[config.mk]
export PLATFORM = sky130hd
export DESIGN_NAME = minisrc_ctrl_seq_flat
export DESIGN_NICKNAME = d
export VERILOG_FILES = /design/src/rtl/minisrc_ctrl_seq_pkg.sv /design/src/rtl/minisrc_ctrl_seq_if.sv /design/src/rtl/minisrc_ctrl_seq_decode.sv /design/src/rtl/minisrc_ctrl_seq.sv /design/src/flat_wrapper.sv
export SDC_FILE = /design/constraint.sdc
export NUM_CORES = 1
export LEC_CHECK = 0
export ABC_AREA = 1
export BUFFER_PORTS_ARGS = -buffer_cell sky130_fd_sc_hd__clkbuf_2
export CORE_ASPECT_RATIO = 0.75
export CORE_UTILIZATION = 55
export CTS_BUF_LIST = sky130_fd_sc_hd__clkbuf_2 sky130_fd_sc_hd__clkbuf_4 sky130_fd_sc_hd__clkbuf_8
export CTS_CLUSTER_DIAMETER = 60
export CTS_CLUSTER_SIZE = 14
export DETAILED_ROUTE_END_ITERATION = 7
export GPL_TIMING_DRIVEN = 0
export HOLD_SLACK_MARGIN = 0.02
export PLACE_DENSITY = 0.95
export SLEW_MARGIN = 20
export SYNTH_ARGS = -nofsm -noshare
export SYNTH_HDL_FRONTEND = slang
export SYNTH_HIERARCHICAL = 1
export SYNTH_SLANG_ARGS = --single-unit
[constraint.sdc]
create_clock -name Clock -period 4.4 [get_ports Clock]
set_input_delay 0 -clock Clock [delete_from_list [all_inputs] [get_ports Clock]]
set_output_delay 0 -clock Clock [all_outputs]
set_load 0.02 [all_outputs]
[src/rtl/minisrc_ctrl_seq_pkg.sv]
// minisrc_ctrl_pkg: shared constants and helpers for the MiniSRC control sequencer.
// Contents: sizing localparams, step/state encoding, opcode values, ALU op codes,
// bit positions inside the BusSel / LoadEn / RegSel strobe vectors, and two
// per-opcode helpers (ALU op select, last execute step).
package minisrc_ctrl_pkg;

    localparam int DATA_W   = 32;
    localparam int OPC_LSB  = 27;
    localparam int MAX_STEP = 7;
    localparam int WAIT_MAX = 15;

    // State code doubles as the TState debug value: T-steps are their own index.
    typedef enum logic [3:0] {
        ST_T0    = 4'd0,
        ST_T1    = 4'd1,
        ST_T2    = 4'd2,
        ST_T3    = 4'd3,
        ST_T4    = 4'd4,
        ST_T5    = 4'd5,
        ST_T6    = 4'd6,
        ST_T7    = 4'd7,
        ST_HALT  = 4'hE,
        ST_RESET = 4'hF
    } state_t;

    typedef logic [4:0] opc_t;

    localparam opc_t OP_LD   = 5'd0;
    localparam opc_t OP_LDI  = 5'd1;
    localparam opc_t OP_ST   = 5'd2;
    localparam opc_t OP_ADD  = 5'd3;
    localparam opc_t OP_SUB  = 5'd4;
    localparam opc_t OP_AND  = 5'd5;
    localparam opc_t OP_OR   = 5'd6;
    localparam opc_t OP_SHR  = 5'd7;
    localparam opc_t OP_SHRA = 5'd8;
    localparam opc_t OP_SHL  = 5'd9;
    localparam opc_t OP_ROR  = 5'd10;
    localparam opc_t OP_ROL  = 5'd11;
    localparam opc_t OP_ADDI = 5'd12;
    localparam opc_t OP_ANDI = 5'd13;
    localparam opc_t OP_ORI  = 5'd14;
    localparam opc_t OP_MUL  = 5'd15;
    localparam opc_t OP_DIV  = 5'd16;
    localparam opc_t OP_NEG  = 5'd17;
    localparam opc_t OP_NOT  = 5'd18;
    localparam opc_t OP_BR   = 5'd19;
    localparam opc_t OP_JR   = 5'd20;
    localparam opc_t OP_JAL  = 5'd21;
    localparam opc_t OP_IN   = 5'd22;
    localparam opc_t OP_OUT  = 5'd23;
    localparam opc_t OP_MFHI = 5'd24;
    localparam opc_t OP_MFLO = 5'd25;
    localparam opc_t OP_NOP  = 5'd26;
    localparam opc_t OP_HALT = 5'd27;

    localparam logic [3:0] ALU_NOP  = 4'd0;
    localparam logic [3:0] ALU_ADD  = 4'd1;
    localparam logic [3:0] ALU_SUB  = 4'd2;
    localparam logic [3:0] ALU_AND  = 4'd3;
    localparam logic [3:0] ALU_OR   = 4'd4;
    localparam logic [3:0] ALU_SHR  = 4'd5;
    localparam logic [3:0] ALU_SHRA = 4'd6;
    localparam logic [3:0] ALU_SHL  = 4'd7;
    localparam logic [3:0] ALU_ROR  = 4'd8;
    localparam logic [3:0] ALU_ROL  = 4'd9;
    localparam logic [3:0] ALU_MUL  = 4'd10;
    localparam logic [3:0] ALU_DIV  = 4'd11;
    localparam logic [3:0] ALU_NEG  = 4'd12;
    localparam logic [3:0] ALU_NOT  = 4'd13;

    // BusSel bit positions (one-hot bus source)
    localparam int B_PC  = 0;
    localparam int B_ZLO = 1;
    localparam int B_ZHI = 2;
    localparam int B_MDR = 3;
    localparam int B_HI  = 4;
    localparam int B_LO  = 5;
    localparam int B_R   = 6;
    localparam int B_C   = 7;
    localparam int B_INP = 8;

    // LoadEn bit positions
    localparam int L_MAR  = 0;
    localparam int L_Z    = 1;
    localparam int L_PC   = 2;
    localparam int L_MDR  = 3;
    localparam int L_IR   = 4;
    localparam int L_Y    = 5;
    localparam int L_HI   = 6;
    localparam int L_LO   = 7;
    localparam int L_R    = 8;
    localparam int L_CON  = 9;
    localparam int L_OUTP = 10;

    // RegSel bit positions
    localparam int R_GRA = 0;
    localparam int R_GRB = 1;
    localparam int R_GRC = 2;
    localparam int R_BA  = 3;

    function automatic logic [3:0] alu_of(input opc_t op);
        logic [3:0] a;
        a = ALU_NOP;
        case (op)
            OP_ADD, OP_ADDI: a = ALU_ADD;
            OP_SUB:          a = ALU_SUB;
            OP_AND, OP_ANDI: a = ALU_AND;
            OP_OR,  OP_ORI:  a = ALU_OR;
            OP_SHR:          a = ALU_SHR;
            OP_SHRA:         a = ALU_SHRA;
            OP_SHL:          a = ALU_SHL;
            OP_ROR:          a = ALU_ROR;
            OP_ROL:          a = ALU_ROL;
            OP_MUL:          a = ALU_MUL;
            OP_DIV:          a = ALU_DIV;
            OP_NEG:          a = ALU_NEG;
            OP_NOT:          a = ALU_NOT;
            default:         a = ALU_NOP;
        endcase
        return a;
    endfunction

    // Index of the final T-step for each opcode; unknown opcodes behave as nop.
    function automatic logic [2:0] last_step(input opc_t op);
        logic [2:0] s;
        s = 3'd2;
        case (op)
            OP_LD:                                       s = 3'(MAX_STEP);
            OP_LDI:                                      s = 3'd5;
            OP_ST, OP_MUL, OP_DIV, OP_BR:                s = 3'd6;
            OP_ADD, OP_SUB, OP_AND, OP_OR, OP_SHR,
            OP_SHRA, OP_SHL, OP_ROR, OP_ROL,
            OP_ADDI, OP_ANDI, OP_ORI:                    s = 3'd5;
            OP_NEG, OP_NOT, OP_JAL:                      s = 3'd4;
            OP_JR, OP_IN, OP_OUT, OP_MFHI, OP_MFLO:      s = 3'd3;
            default:                                     s = 3'd2;
        endcase
        return s;
    endfunction

endpackage

[src/rtl/minisrc_ctrl_seq_if.sv]
// minisrc_ctrl_seq_if: signal bundle between the control sequencer and the MiniSRC datapath.
// master modport = sequencer (drives strobes/status, samples IR/CON/MemReady/StepEn).
// slave modport  = datapath/memory side (the reverse).
// Memory handshake: while a step holds Read or Write high, that strobe is the request;
// the access completes on the cycle MemReady=1 is seen, and only then does the step advance.
interface minisrc_ctrl_seq_if #(
    parameter int DATA_W = 32
);
    logic [DATA_W-1:0] IR;
    logic              CON;
    logic              MemReady;
    logic              StepEn;
    logic [8:0]        BusSel;
    logic [10:0]       LoadEn;
    logic [3:0]        RegSel;
    logic [3:0]        AluOp;
    logic              IncPC;
    logic              Read;
    logic              Write;
    logic              Run;
    logic [3:0]        TState;
    logic              MemErr;

    modport master (
        input  IR, CON, MemReady, StepEn,
        output BusSel, LoadEn, RegSel, AluOp, IncPC, Read, Write, Run, TState, MemErr
    );

    modport slave (
        output IR, CON, MemReady, StepEn,
        input  BusSel, LoadEn, RegSel, AluOp, IncPC, Read, Write, Run, TState, MemErr
    );
endinterface

[src/rtl/minisrc_ctrl_seq_decode.sv]
// minisrc_ctrl_seq_decode: combinational strobe decoder for the MiniSRC sequencer.
// Ports: i_state (current step), i_opc (opcode in effect), i_con (branch flag)
//   -> o_bus_sel, o_load_en, o_reg_sel, o_alu_op, o_inc_pc, o_read, o_write.
// RESET and HALT decode to all-zero strobes.
import minisrc_ctrl_pkg::*;

module minisrc_ctrl_seq_decode (
    input  state_t      i_state,
    input  opc_t        i_opc,
    input  logic        i_con,
    output logic [8:0]  o_bus_sel,
    output logic [10:0] o_load_en,
    output logic [3:0]  o_reg_sel,
    output logic [3:0]  o_alu_op,
    output logic        o_inc_pc,
    output logic        o_read,
    output logic        o_write
);
    always_comb begin
        o_bus_sel = '0;
        o_load_en = '0;
        o_reg_sel = '0;
        o_alu_op  = ALU_NOP;
        o_inc_pc  = 1'b0;
        o_read    = 1'b0;
        o_write   = 1'b0;
        case (i_state)
            ST_T0: begin
                o_bus_sel[B_PC] = 1'b1; o_load_en[L_MAR] = 1'b1;
                o_load_en[L_Z]  = 1'b1; o_inc_pc = 1'b1;
            end
            ST_T1: begin
                o_bus_sel[B_ZLO] = 1'b1; o_load_en[L_PC] = 1'b1;
                o_load_en[L_MDR] = 1'b1; o_read = 1'b1;
            end
            ST_T2: begin
                o_bus_sel[B_MDR] = 1'b1; o_load_en[L_IR] = 1'b1;
            end
            ST_T3: begin
                case (i_opc)
                    OP_LD, OP_LDI, OP_ST: begin
                        o_reg_sel[R_GRB] = 1'b1; o_reg_sel[R_BA] = 1'b1; o_load_en[L_Y] = 1'b1;
                    end
                    OP_ADD, OP_SUB, OP_AND, OP_OR, OP_SHR, OP_SHRA, OP_SHL, OP_ROR, OP_ROL,
                    OP_ADDI, OP_ANDI, OP_ORI: begin
                        o_reg_sel[R_GRB] = 1'b1; o_bus_sel[B_R] = 1'b1; o_load_en[L_Y] = 1'b1;
                    end
                    OP_MUL, OP_DIV: begin
                        o_reg_sel[R_GRA] = 1'b1; o_bus_sel[B_R] = 1'b1; o_load_en[L_Y] = 1'b1;
                    end
                    OP_NEG, OP_NOT: begin
                        o_reg_sel[R_GRB] = 1'b1; o_bus_sel[B_R] = 1'b1;
                        o_alu_op = alu_of(i_opc); o_load_en[L_Z] = 1'b1;
                    end
                    OP_BR: begin
                        o_reg_sel[R_GRA] = 1'b1; o_bus_sel[B_R] = 1'b1; o_load_en[L_CON] = 1'b1;
                    end
                    OP_JR: begin
                        o_reg_sel[R_GRA] = 1'b1; o_bus_sel[B_R] = 1'b1; o_load_en[L_PC] = 1'b1;
                    end
                    OP_JAL: begin
                        // Return address goes to R15, addressed through the Rb field.
                        o_bus_sel[B_PC] = 1'b1; o_reg_sel[R_GRB] = 1'b1; o_load_en[L_R] = 1'b1;
                    end
                    OP_IN: begin
                        o_bus_sel[B_INP] = 1'b1; o_reg_sel[R_GRA] = 1'b1; o_load_en[L_R] = 1'b1;
                    end
                    OP_OUT: begin
                        o_reg_sel[R_GRA] = 1'b1; o_bus_sel[B_R] = 1'b1; o_load_en[L_OUTP] = 1'b1;
                    end
                    OP_MFHI: begin
                        o_bus_sel[B_HI] = 1'b1; o_reg_sel[R_GRA] = 1'b1; o_load_en[L_R] = 1'b1;
                    end
                    OP_MFLO: begin
                        o_bus_sel[B_LO] = 1'b1; o_reg_sel[R_GRA] = 1'b1; o_load_en[L_R] = 1'b1;
                    end
                    default: ;
                endcase
            end
            ST_T4: begin
                case (i_opc)
                    OP_LD, OP_LDI, OP_ST: begin
                        o_bus_sel[B_C] = 1'b1; o_alu_op = ALU_ADD; o_load_en[L_Z] = 1'b1;
                    end
                    OP_ADD, OP_SUB, OP_AND, OP_OR, OP_SHR, OP_SHRA, OP_SHL, OP_ROR, OP_ROL: begin
                        o_reg_sel[R_GRC] = 1'b1; o_bus_sel[B_R] = 1'b1;
                        o_alu_op = alu_of(i_opc); o_load_en[L_Z] = 1'b1;
                    end
                    OP_ADDI, OP_ANDI, OP_ORI: begin
                        o_bus_sel[B_C] = 1'b1; o_alu_op = alu_of(i_opc); o_load_en[L_Z] = 1'b1;
                    end
                    OP_MUL, OP_DIV: begin
                        o_reg_sel[R_GRB] = 1'b1; o_bus_sel[B_R] = 1'b1;
                        o_alu_op = alu_of(i_opc); o_load_en[L_Z] = 1'b1;
                    end
                    OP_NEG, OP_NOT: begin
                        o_bus_sel[B_ZLO] = 1'b1; o_reg_sel[R_GRA] = 1'b1; o_load_en[L_R] = 1'b1;
                    end
                    OP_BR: begin
                        o_bus_sel[B_PC] = 1'b1; o_load_en[L_Y] = 1'b1;
                    end
                    OP_JAL: begin
                        o_reg_sel[R_GRA] = 1'b1; o_bus_sel[B_R] = 1'b1; o_load_en[L_PC] = 1'b1;
                    end
                    default: ;
                endcase
            end
            ST_T5: begin
                case (i_opc)
                    OP_LD, OP_ST: begin
                        o_bus_sel[B_ZLO] = 1'b1; o_load_en[L_MAR] = 1'b1;
                    end
                    OP_LDI, OP_ADD, OP_SUB, OP_AND, OP_OR, OP_SHR, OP_SHRA, OP_SHL, OP_ROR,
                    OP_ROL, OP_ADDI, OP_ANDI, OP_ORI: begin
                        o_bus_sel[B_ZLO] = 1'b1; o_reg_sel[R_GRA] = 1'b1; o_load_en[L_R] = 1'b1;
                    end
                    OP_MUL, OP_DIV: begin
                        o_bus_sel[B_ZLO] = 1'b1; o_load_en[L_LO] = 1'b1;
                    end
                    OP_BR: begin
                        o_bus_sel[B_C] = 1'b1; o_alu_op = ALU_ADD; o_load_en[L_Z] = 1'b1;
                    end
                    default: ;
                endcase
            end
            ST_T6: begin
                case (i_opc)
                    OP_LD: begin
                        o_read = 1'b1; o_load_en[L_MDR] = 1'b1;
                    end
                    OP_ST: begin
                        o_reg_sel[R_GRA] = 1'b1; o_bus_sel[B_R] = 1'b1; o_write = 1'b1;
                    end
                    OP_MUL, OP_DIV: begin
                        o_bus_sel[B_ZHI] = 1'b1; o_load_en[L_HI] = 1'b1;
                    end
                    OP_BR: begin
                        // Branch target is committed only when the condition flop is set.
                        if (i_con) begin
                            o_bus_sel[B_ZLO] = 1'b1; o_load_en[L_PC] = 1'b1;
                        end
                    end
                    default: ;
                endcase
            end
            ST_T7: begin
                if (i_opc == OP_LD) begin
                    o_bus_sel[B_MDR] = 1'b1; o_reg_sel[R_GRA] = 1'b1; o_load_en[L_R] = 1'b1;
                end
            end
            default: ;
        endcase
    end
endmodule

[src/rtl/minisrc_ctrl_seq.sv]
// minisrc_ctrl_seq: hardwired T-state control sequencer for the MiniSRC datapath.
// Ports: Clock, Clear (sync, active-high) and bus (minisrc_ctrl_seq_if.master):
//   in  IR, CON, MemReady, StepEn
//   out BusSel, LoadEn, RegSel, AluOp, IncPC, Read, Write, Run, TState, MemErr
// Build option: define SINGLE_STEP_EN to advance steps only on StepEn=1 cycles;
// without it the sequencer free-runs and StepEn is ignored.
// Holds the step state, memory wait counter, sticky MemErr and the latched opcode;
// all strobes come from minisrc_ctrl_seq_decode.
import minisrc_ctrl_pkg::*;

module minisrc_ctrl_seq #(
    parameter int DATA_W  = minisrc_ctrl_pkg::DATA_W,
    parameter int OPC_LSB = minisrc_ctrl_pkg::OPC_LSB
) (
    input  logic                 Clock,
    input  logic                 Clear,
    minisrc_ctrl_seq_if.master   bus
);
    state_t     r_state, w_state_nxt;
    logic [3:0] r_wait,  w_wait_nxt;
    logic       r_err,   w_err_nxt;
    opc_t       r_opc;

    opc_t        w_ir_opc, w_opc;
    logic [2:0]  w_last;
    logic        w_adv;
    logic        w_mem_busy;
    logic [8:0]  w_bus_sel;
    logic [10:0] w_load_en;
    logic [3:0]  w_reg_sel, w_alu_op;
    logic        w_inc_pc, w_read, w_write;
    logic        w_unused_bits;

    assign w_ir_opc = bus.IR[OPC_LSB +: 5];
    // During T2 the new IR is already presented, so the end-of-fetch decision
    // (nop/halt finish at T2) uses it directly; later steps use the latched copy.
    assign w_opc  = (r_state == ST_T2) ? w_ir_opc : r_opc;
    assign w_last = last_step(w_opc);
    assign w_unused_bits = ^{bus.IR, bus.StepEn};

`ifdef SINGLE_STEP_EN
    assign w_adv = bus.StepEn;
`else
    assign w_adv = 1'b1;
`endif

    assign w_mem_busy = w_read | w_write;

    minisrc_ctrl_seq_decode u_decode (
        .i_state   (r_state),
        .i_opc     (w_opc),
        .i_con     (bus.CON),
        .o_bus_sel (w_bus_sel),
        .o_load_en (w_load_en),
        .o_reg_sel (w_reg_sel),
        .o_alu_op  (w_alu_op),
        .o_inc_pc  (w_inc_pc),
        .o_read    (w_read),
        .o_write   (w_write)
    );

    always_ff @(posedge Clock) begin
        if (Clear) begin
            r_state <= ST_RESET;
            r_wait  <= 4'd0;
            r_err   <= 1'b0;
            r_opc   <= OP_NOP;
        end else begin
            r_state <= w_state_nxt;
            r_wait  <= w_wait_nxt;
            r_err   <= w_err_nxt;
            if (r_state == ST_T2) begin
                r_opc <= w_ir_opc;
            end
        end
    end

    always_comb begin
        w_state_nxt = r_state;
        w_wait_nxt  = r_wait;
        w_err_nxt   = r_err;
        case (r_state)
            ST_RESET: begin
                if (w_adv) w_state_nxt = ST_T0;
            end
            ST_HALT: ;
            default: begin
                if (w_mem_busy && !bus.MemReady) begin
                    // Access still pending: hold the step; give up after WAIT_MAX held cycles.
                    if (r_wait == 4'(WAIT_MAX)) begin
                        w_state_nxt = ST_HALT;
                        w_err_nxt   = 1'b1;
                        w_wait_nxt  = 4'd0;
                    end else begin
                        w_wait_nxt = r_wait + 4'd1;
                    end
                end else if (w_adv) begin
                    w_wait_nxt = 4'd0;
                    if (r_state[2:0] == w_last) begin
                        w_state_nxt = (w_opc == OP_HALT) ? ST_HALT : ST_T0;
                    end else begin
                        w_state_nxt = state_t'({1'b0, r_state[2:0] + 3'd1});
                    end
                end
            end
        endcase
    end

    assign bus.BusSel = w_bus_sel;
    assign bus.LoadEn = w_load_en;
    assign bus.RegSel = w_reg_sel;
    assign bus.AluOp  = w_alu_op;
    assign bus.IncPC  = w_inc_pc;
    assign bus.Read   = w_read;
    assign bus.Write  = w_write;
    assign bus.Run    = (r_state != ST_RESET) && (r_state != ST_HALT);
    assign bus.TState = r_state;
    assign bus.MemErr = r_err;
endmodule

[src/flat_wrapper.sv]
// flat-port wrapper written by rule: the top's interface ports become plain ports
module minisrc_ctrl_seq_flat 
#(
    parameter int DATA_W  = minisrc_ctrl_pkg::DATA_W,
    parameter int OPC_LSB = minisrc_ctrl_pkg::OPC_LSB
)
  (Clock, Clear, bus_IR, bus_CON, bus_MemReady, bus_StepEn, bus_BusSel, bus_LoadEn, bus_RegSel, bus_AluOp, bus_IncPC, bus_Read, bus_Write, bus_Run, bus_TState, bus_MemErr);
  minisrc_ctrl_seq_if #(.DATA_W(DATA_W)) bus_i ();
  input  logic Clock;
  input  logic Clear;
  input wire logic [$bits(bus_i.IR)-1:0] bus_IR;
  input wire logic [$bits(bus_i.CON)-1:0] bus_CON;
  input wire logic [$bits(bus_i.MemReady)-1:0] bus_MemReady;
  input wire logic [$bits(bus_i.StepEn)-1:0] bus_StepEn;
  output wire logic [$bits(bus_i.BusSel)-1:0] bus_BusSel;
  output wire logic [$bits(bus_i.LoadEn)-1:0] bus_LoadEn;
  output wire logic [$bits(bus_i.RegSel)-1:0] bus_RegSel;
  output wire logic [$bits(bus_i.AluOp)-1:0] bus_AluOp;
  output wire logic [$bits(bus_i.IncPC)-1:0] bus_IncPC;
  output wire logic [$bits(bus_i.Read)-1:0] bus_Read;
  output wire logic [$bits(bus_i.Write)-1:0] bus_Write;
  output wire logic [$bits(bus_i.Run)-1:0] bus_Run;
  output wire logic [$bits(bus_i.TState)-1:0] bus_TState;
  output wire logic [$bits(bus_i.MemErr)-1:0] bus_MemErr;
  assign bus_i.IR = bus_IR;
  assign bus_i.CON = bus_CON;
  assign bus_i.MemReady = bus_MemReady;
  assign bus_i.StepEn = bus_StepEn;
  assign bus_BusSel = bus_i.BusSel;
  assign bus_LoadEn = bus_i.LoadEn;
  assign bus_RegSel = bus_i.RegSel;
  assign bus_AluOp = bus_i.AluOp;
  assign bus_IncPC = bus_i.IncPC;
  assign bus_Read = bus_i.Read;
  assign bus_Write = bus_i.Write;
  assign bus_Run = bus_i.Run;
  assign bus_TState = bus_i.TState;
  assign bus_MemErr = bus_i.MemErr;
  minisrc_ctrl_seq #(.DATA_W(DATA_W), .OPC_LSB(OPC_LSB)) u_core (.Clock(Clock), .Clear(Clear), .bus(bus_i));
endmodule
==> metrics.md <==
| Metric | Value |
|---|---|
| Syn. warnings | 6 |
| Syn avg cell area | 5.57 sq um |
| Initial antenna violation count | 0 |
| Finished Core Util | 0.682 |
| Min Tclk post-route | 3380 ps |
| Post-Place Worst Slack | 1100 ps |
| PnR worst setup slack | 1020 ps |
| Design area | 0.00227 sq mm |
| Synth cell types | 37 |
| GRT Residual Overflow | 0 |
| Vias per cell | 5.58 |
| Nets | 447 |
| Maximum vdd drop | 369 uV |
| Total routed wirelength | 5.25 mm |
| Fin Setup TNS | 0 ps |
| Sequential fraction of the synthesis area | 0.144 |
| Initial DRC Count | 306 |
| Headroom to the max-slew limit | 0.674 |
| Share of cells above drive strength 1 | 0.209 |
| Area Growth Syn to Fin | 17.0% |
| Number of global-route vias before repair | 1932 |
| Crit path DAT | 3570 ps |
| CTS Sinks | 14 |
| Synth area leaders | nand2_1, dfxtp_1, inv_1, nor2_1, nand3_1 |
| Syn Nets | 397 |
| Post_cts resized | 0 |
| Fin crit share | 0.767 |
| WHS | 26.4 ps |
| Worst setup SP type | register |
| Critical path fanouts, max | 10 |
| Leakage | 1.37 nW |
| IO Pins | 74 |
| DRC | 2 |
| Clock root cell | clkbuf_8 |
| Status | finished with violations |
| Seq. cell area | 280 sq um |
| Total core area | 0.00333 sq mm |
| Clk_lat worst skew | 240 ps |
| Largest net degree at the start of global routing | 11 |
| Die Y | 53.5 um |
| Ys async rst share | 0 |
| Final Slew Violations | 0 |
| WHS Path Cells | 2 |
| Power Total | 909 uW |
| DP Area | 0.00222 sq mm |
| Synth Flop Type | dfxtp_1 |
| Power per cell area | 400 mW/mm^2 |
| Hold Vio Cnt, Final | 0 |
| Worst min-delay path category | in -> reg |
| Drt pass-1 iters | 7 |
| Post-Syn Instances | 349 |
| Hold EP | u_core/r_wait[1] |
| Dominant cell type by area after synthesis | nand2_1 |
| Reg2reg start | u_core/bus.TState[0] |
| Worst-Margin Slew | 486 ps |
| Share of the synthesized area in the top cell type | 0.207 |
| Setup crit end kind | register |
| Final Non-Filler Cells | 438 |
| Number of synthesized flops with an enable pin | 0 |
| Hold path start | Clear |
| Ant diodes | 0 |
| WS Path Type | reg -> reg |
| Vias post-DR | 2446 |
| Rows | 18 |
| Postcts setup bufs | 0 |
| Clock Pin Slew Worst Setup and Hold Paths | 60 ps |
| CTS tree | yes |
| First-pass GRT wire length | 8.48 mm |
| Placed Instances | 434 |
| Flop-to-flop setup slack | 1020 ps |
| Number of max-cap violations | 0 |
| Number of port buffers | 45 |
| CTS Buffer Depth | 2 |
| Fin Clk Skew | 3.81 ps |
| Failing checks | design-rule violations |
| Total CTS buffers | 3 |
| Yosys reg bits | 14 |
| RR Endpoint | u_core/bus.TState[2] |
| GR Util All Layers | 0.279 |
| Max Clock Freq | 296 MHz |
| Global placement routability congestion | 0.950 |
| WL per Instance | 12.0 um |
| Die Span X | 70.7 um |
| Syn Std Cell Area | 0.00194 sq mm |
| Routed Antenna Nets | 0 |
| CTS hold repair buffers | 0 |
| Post-DP HPWL | 4.18 mm |
| FILL cells | 292 |
| Reg2Reg Depth | 19 |
| RSZ-0062 raised after global routing | no |
| Count of final setup violators | 0 |
| Worst Path Required | 4590 ps |
| H-tree Lvls | 1 |
| Starting density of the core | 0.583 |
| Area of the multi-input gates | 0.00140 sq mm |
| Die ar. | 0.00378 sq mm |
cells in the mapped netlist (2+ instances only):
cell type  count
buf_4          2
nand3b_1       7
nor4_1         2
ha_1          11
o22ai_1        2
nand2_2       12
inv_1         48
nor3_1         8
nand2_4        4
a22oi_1        2
nand3_2        3
inv_2          2
nand2_1      107
a21oi_1       11
nor2_1        48
nand4_1        4
o211ai_1       3
dfxtp_1       14
nand3_1       31
o21ai_0       10
nor2_2         2
per-layer routing:
metal	up-vias	part of all wire	GRT usage
li1	1215	-	-
met5	-	0	0
met3	4	0.10	0.0571
met4	0	0.0027	0.0367
met1	1102	0.46	0.388
met2	125	0.43	0.458
cell type report:
type,count,area share
Timing Repair Buffer,45,0.0990
Sequential cell,14,0.123
Inverter,52,0.0875
Clock buffer,4,0.0242
Buffer,6,0.0286
Multi-Input combinational cell,277,0.616
Tap cell,40,0.0220
power breakdown:
group | leakage, nW | switching, mW | internal [mW]
Clock | 0.0288 | 0.0456 | 0.0792
Sequential | 0.115 | 0.0417 | 0.151
Combinational | 1.23 | 0.405 | 0.186
how the worst max path moves through the flow:
stage / cells after the start / end / slack (ps) / start
CTS: 19 / u_core/bus.TState[1] / 1070 / u_core/bus.TState[0]
detailed placement: 19 / u_core/bus.TState[1] / 1100 / u_core/bus.TState[0]
global placement: 19 / u_core/bus.TState[2] / 1160 / u_core/bus.TState[0]
floorplan: 17 / u_core/bus.TState[2] / 1300 / u_core/bus.TState[0]
finish: 19 / u_core/bus.TState[2] / 1020 / u_core/bus.TState[0]
global route: 19 / u_core/bus.TState[2] / 650 / u_core/bus.TState[0]
registers in the layout, summed over array words and instances (netlist names):
| register | flops |
|---|---|
| u_core/bus.MemErr | 1 |
| u_core/bus.TState | 4 |
| u_core/r_opc | 5 |
| u_core/r_wait | 4 |
cell usage in the layout, fill, tap and decap left out, types with 2 or more instances in the layout:
cell type | synthesis | routed
nand2_4 | 4 | 4
o211ai_1 | 3 | 3
nor2_2 | 2 | 2
dfxtp_1 | 14 | 14
buf_4 | 2 | 2
inv_2 | 2 | 2
o21ai_0 | 10 | 10
a22oi_1 | 2 | 2
o22ai_1 | 2 | 2
nor4_1 | 2 | 2
inv_1 | 48 | 48
nand3_2 | 3 | 3
nor3_1 | 8 | 8
clkbuf_2 | 0 | 45
a21oi_1 | 11 | 11
nand3_1 | 31 | 31
clkbuf_8 | 1 | 5
nand2_1 | 107 | 107
nand2_2 | 12 | 12
ha_1 | 11 | 11
nor2_1 | 48 | 48
nand3b_1 | 7 | 7
nand4_1 | 4 | 4
cells by family after synthesis:
| logic type | share of synthesized area |
|---|---|
| AO/OA/AOI/OAI | 0.106 |
| AND/OR/NAND/NOR | 0.539 |
| flip-flops | 0.144 |
| adder cells (fa/ha/maj) | 0.0708 |
| XOR/XNOR | 0.00451 |
| buffers and inverters | 0.136 |
worst max-delay path, stage by stage (launching register included):
cell	delay [ps]
dfxtp_1	520
inv_1	140
ha_1	270
clkbuf_8	180
nand3_1	80
nand2_1	180
inv_1	200
ha_1	310
nand2_4	100
nor2_1	130
nand2_1	100
inv_1	90
nor2_1	50
nor2_1	180
o21ai_0	160
o21ai_0	370
nand2_1	90
nand2_1	80
inv_1	40
nand2_1	40
(Power assumes the default switching activity.)
